## src/rtl/uart_frame_sender.sv

```systemverilog
// uart_frame_sender: serialises a 64-byte frame as 8N1 UART characters,
// byte 0 first, with no idle time between characters.
//
// Handshake: a frame is accepted on any rising clk edge where
// frame_valid && frame_ready. frame_ready is high only while the FSM is IDLE.
// frame_valid is ignored at all other times. The frame is copied into an
// internal register on acceptance, so frame_cube_flat may change afterwards.
module uart_frame_sender #(
  parameter int CLKS_PER_BIT = 868
) (
  input  logic         clk,
  input  logic         rst,
  input  logic [511:0] frame_cube_flat,
  input  logic         frame_valid,
  output logic         frame_ready,
  output logic         tx,
  output logic         frame_done,
  output logic         busy,
  output logic [1:0]   dbg_state
);

  typedef enum logic [1:0] {
    IDLE  = 2'd0,
    START = 2'd1,
    DATA  = 2'd2,
    STOP  = 2'd3
  } state_t;

  localparam logic [15:0] BAUD_LAST = 16'(CLKS_PER_BIT - 1);

  state_t         state_q, state_d;
  logic [511:0]   frame_q, frame_d;
  logic [5:0]     byte_idx_q, byte_idx_d;
  logic [2:0]     bit_idx_q, bit_idx_d;
  logic [15:0]    baud_cnt_q, baud_cnt_d;
  logic           tx_q, tx_d;
  logic           done_q, done_d;

  logic           bit_end;
  logic [7:0]     cur_byte;

  // Last cycle of the current bit time; every bit lasts BAUD_LAST+1 cycles.
  assign bit_end  = (baud_cnt_q == BAUD_LAST);
  // Byte currently on the line, selected by the byte index.
  assign cur_byte = frame_q[{byte_idx_q, 3'b000} +: 8];

  assign frame_ready = (state_q == IDLE);
  assign busy        = ~frame_ready;
  assign tx          = tx_q;
  assign frame_done  = done_q;
  assign dbg_state   = state_q;

  // Next-state and next-output logic. tx_d is the level the line will carry
  // during the bit that begins after the coming edge, so tx is registered.
  always_comb begin
    state_d    = state_q;
    frame_d    = frame_q;
    byte_idx_d = byte_idx_q;
    bit_idx_d  = bit_idx_q;
    tx_d       = tx_q;
    done_d     = 1'b0;
    baud_cnt_d = bit_end ? 16'd0 : baud_cnt_q + 16'd1;

    case (state_q)
      IDLE: begin
        baud_cnt_d = 16'd0;
        tx_d       = 1'b1;
        if (frame_valid) begin
          frame_d    = frame_cube_flat;
          state_d    = START;
          byte_idx_d = 6'd0;
          bit_idx_d  = 3'd0;
          tx_d       = 1'b0;
        end
      end
      START: begin
        if (bit_end) begin
          state_d   = DATA;
          bit_idx_d = 3'd0;
          tx_d      = cur_byte[0];
        end
      end
      DATA: begin
        if (bit_end) begin
          if (bit_idx_q == 3'd7) begin
            state_d = STOP;
            tx_d    = 1'b1;
          end else begin
            bit_idx_d = bit_idx_q + 3'd1;
            tx_d      = cur_byte[bit_idx_q + 3'd1];
          end
        end
      end
      STOP: begin
        if (bit_end) begin
          if (byte_idx_q == 6'd63) begin
            // Last character done: the frame ends here instead of wrapping.
            state_d    = IDLE;
            byte_idx_d = 6'd0;
            tx_d       = 1'b1;
            done_d     = 1'b1;
          end else begin
            state_d    = START;
            byte_idx_d = byte_idx_q + 6'd1;
            tx_d       = 1'b0;
          end
        end
      end
      default: begin
        state_d = IDLE;
        tx_d    = 1'b1;
      end
    endcase
  end

  // State, counters and registered outputs. Reset aborts any frame in flight.
  always_ff @(posedge clk or posedge rst) begin
    if (rst) begin
      state_q    <= IDLE;
      frame_q    <= '0;
      byte_idx_q <= 6'd0;
      bit_idx_q  <= 3'd0;
      baud_cnt_q <= 16'd0;
      tx_q       <= 1'b1;
      done_q     <= 1'b0;
    end else begin
      state_q    <= state_d;
      frame_q    <= frame_d;
      byte_idx_q <= byte_idx_d;
      bit_idx_q  <= bit_idx_d;
      baud_cnt_q <= baud_cnt_d;
      tx_q       <= tx_d;
      done_q     <= done_d;
    end
  end

endmodule
```

## config.mk

```make
export PLATFORM = sky130hd
export DESIGN_NAME = uart_frame_sender
export DESIGN_NICKNAME = d
export VERILOG_FILES = /design/src/rtl/uart_frame_sender.sv
export SDC_FILE = /design/constraint.sdc
export NUM_CORES = 2
export LEC_CHECK = 0
export BUFFER_PORTS_ARGS = -buffer_cell sky130_fd_sc_hd__buf_2
export CORE_ASPECT_RATIO = 0.9
export CORE_MARGIN = 2
export CORE_UTILIZATION = 55
export CTS_CLUSTER_SIZE = 12
export DETAILED_ROUTE_END_ITERATION = 10
export HOLD_SLACK_MARGIN = 0.05
export PLACE_DENSITY = 0.85
export SETUP_SLACK_MARGIN = 0.02
export SLEW_MARGIN = 20
export SYNTH_ARGS = -nofsm -noshare
export SYNTH_HDL_FRONTEND = slang
export SYNTH_SLANG_ARGS = --single-unit
```

## constraint.sdc

```tcl
create_clock -name clk -period 34.5 [get_ports clk]
set_clock_uncertainty 0.1 [all_clocks]
set_input_delay 6.9 -clock clk [delete_from_list [all_inputs] [get_ports clk]]
set_output_delay 6.9 -clock clk [all_outputs]
set_load 0.03 [all_outputs]
```

==> flow_summary.json <==
{
  "grt_pass1_vias": 17600,
  "crit_required_ns": 34.87,
  "numPortBuffers": 520,
  "grt_first_pass_wirelength_um": 104300,
  "fin_hold_ws_ns": 0.4012,
  "io_pins": 521,
  "fin_crit_ns": 9.821,
  "max_freq_mhz": 101.8,
  "hold_violations": 0,
  "max_stage_delay_ns": 0.92,
  "rows": 73,
  "cp_max_fo": 83,
  "path_common_cell": "buf_4",
  "crit_buf_inv": 3,
  "drv_cap": 0,
  "tns_ns": 0,
  "cts-root-buf": "clkbuf_16",
  "clkSinkCount": 541,
  "ant_nets": 0,
  "tightestPinTransition_ns": 1.149,
  "ys.flop_type": "dfrtp_1",
  "swShare": 0.3153,
  "worst-endpoint-arrival_ns": 10.19,
  "drc": 0,
  "p_int_mw": 1.811,
  "vias_per_cell": 5.870,
  "worst-setup-path-type": "primary input to flip-flop",
  "grt_remaining_overflow": 0,
  "place_area_um2": 27680,
  "crit_path_top_delay_cell": "buf_4",
  "rsz0062_at_grt": "false",
  "path_cells": "buf_2, and2_4, buf_4, buf_4, mux2_2",
  "relSlewSlack": 0.2339,
  "reg2reg_slack_ns": 29.64,
  "finalMaxSlewViolations": 0,
  "die_h_um": 205.0,
  "ys_ff_latch": 541,
  "vias": 16270,
  "cp-end-kind": "flip-flop",
  "cts_max_path_buffers": 3,
  "min_period_over_period": 0.2847,
  "synth_edf_count": 0,
  "synth.distinct_cells": 63,
  "place_hpwl_um": 49770,
  "fp.dieW_um": 227.3,
  "grt_max_degree": 205,
  "place.gp.congestion": 0.9099,
  "die_area_um2": 46600,
  "setup_viol": 0,
  "clk_pin_slew_ns": 0.06,
  "status": "finished, final reports clean",
  "power-per-cell-area_nw_per_um2": 90.02,
  "syn_nets": 2149,
  "power.total_mw": 2.644,
  "post_cts_buffers": 0,
  "power_frac_comb": 0.366,
  "antenna_found_initial": 44,
  "numCtsBuffers": 54,
  "wl_um": 69410,
  "yosysWarnings": 0,
  "start_kind": "primary input",
  "clkPwrFrac": 0.207,
  "insertion_delay_ns": 0.61,
  "syn_area_per_cell_um2": 15.18,
  "coreArea_um2": 44210,
  "power_switching_mw": 0.8337,
  "dr.pass1.iters": 5,
  "drive_gt1_frac": 0.5845,
  "cts_tree": "yes",
  "async_flop_share": 1.000,
  "netlist_area_um2": 24690,
  "ir_drop_v": 0.00005406,
  "seqPwrFrac": 0.428,
  "h-tree-depth": 2,
  "cts_resized": 0,
  "synth_seq_area_share": 0.5485,
  "area_growth_pct": 19.00,
  "ctsHoldBuffers": 0,
  "cp_top_family": "buffers and inverters",
  "gr-usage-all-layers": 0.3020,
  "routedWlPerCell_um": 25.05,
  "final_area_um2": 29380,
  "drt_iter0_markers": 1132,
  "start_util": 0.5584,
  "syn_inst": 1626,
  "min_path_type": "flip-flop to flip-flop",
  "p_leak_nw": 12.69,
  "layout.nets": 2632
}
## flip-flops by register name (all words and copies together), names as in the netlist
name        count
frame_q       512
baud_cnt_q     16
byte_idx_q      6
bit_idx_q       3
dbg_state       2
frame_done      1
tx              1
## synthesized netlist by cell type (all sizes together) (5+ instances only)
cell type | n | area [um^2]
a21oi | 11 | 55.05
a22oi | 20 | 150.1
a31oi | 9 | 56.30
and2 | 8 | 50.05
and3 | 9 | 56.30
buf | 29 | 229.0
clkbuf | 79 | 296.5
dfrtp | 540 | 13510
ha | 8 | 100.1
inv | 8 | 30.03
mux2 | 518 | 5833
mux2i | 33 | 330.3
mux4 | 115 | 2597
nand2 | 54 | 202.7
nand2b | 6 | 37.54
nand3 | 16 | 80.08
nand4 | 7 | 43.79
nor2 | 34 | 127.6
nor2b | 16 | 100.1
nor3 | 7 | 35.03
nor4 | 5 | 31.28
o211ai | 5 | 37.54
o21ai | 20 | 100.1
o22ai | 6 | 37.54
xnor2 | 5 | 43.79
xor2 | 9 | 78.83
## power by group through the flow
stage          combinational, mW  clock (mW)  sequential (mW)
3_5_place_dp               0.966           0             1.14
3_3_place_gp               0.934           0             1.10
2_1_floorplan              0.748           0             1.07
5_1_grt                     1.03       0.587             1.17
6_report                   0.967       0.546             1.13
4_1_cts                    0.973       0.556             1.13
## worst register-to-register path: cells and delay by family (launching register included)
family / cells / cell delay [ns]
compound gates: 6 / 1.61
buf+inv: 2 / 1.47
flops: 1 / 0.84
mux: 1 / 0.65
simple gates: 1 / 0.11
## stage by stage
step	std cells	setup slack [ns]	util
after CTS	2735	24.77	0.6622
final	2771	24.68	0.6645
after detailed placement	2653	24.15	0.6262
after floorplan	1626	12.38	-
after global routing	2763	24.55	0.6640
after global placement	2653	24.27	0.6262
## cell usage in the layout (no fill, tap or decap), drive strengths merged, types with 20 or more instances in the layout
cell,n
mux2,518
diode,36
mux2i,33
dfrtp,540
o21ai,20
mux4,115
a22oi,20
nand2,54
clkbuf,76
buf,535
nor2,34
## area by class of cell
cell class | instances | area, um^2
fill | 3177 | 14830
sequential | 541 | 13550
multi-input combinational | 968 | 10590
timing repair buffer | 535 | 2764
clock buffer | 76 | 1534
tap | 600 | 750.7
antenna | 36 | 90.09
clock inverter | 6 | 56.30
inverter | 9 | 41.29
## per-layer routing
layer / part of all wire / vias to the layer above / wire length, um / GRT usage
met5: 0.0018 / - / 124 / 0
met4: 0.041 / 22 / 2863 / 0.1277
met3: 0.077 / 193 / 5357 / 0.07860
met2: 0.48 / 570 / 33460 / 0.4855
met1: 0.40 / 8400 / 27610 / 0.3908
li1: - / 7081 / - / -
## cells by family (layout without fill, tap and decap cells)
kind of cell | Yosys count | in the layout | synth area share
XOR/XNOR | 14 | 14 | 0.004967
adder cells (fa/ha/maj) | 8 | 8 | 0.004055
flip-flops | 541 | 541 | 0.5485
other | 0 | 36 | 0
AND/OR/NAND/NOR | 170 | 170 | 0.03335
AO/OA/AOI/OAI | 110 | 110 | 0.03163
multiplexers | 666 | 666 | 0.3549
buffers and inverters | 117 | 626 | 0.02266
## path summary, 6_finish.rpt
path / start / to / cells after the start
max: frame_valid / frame_q[173] / 5
min: frame_q[265] / frame_q[265] / 1
max reg2reg: byte_idx_q[0] / tx / 10
min reg2reg: frame_q[265] / frame_q[265] / 1
max in group asynchronous: rst / byte_idx_q[0] / 4
min in group asynchronous: rst / frame_q[219] / 2
(Power assumes the default switching activity.)
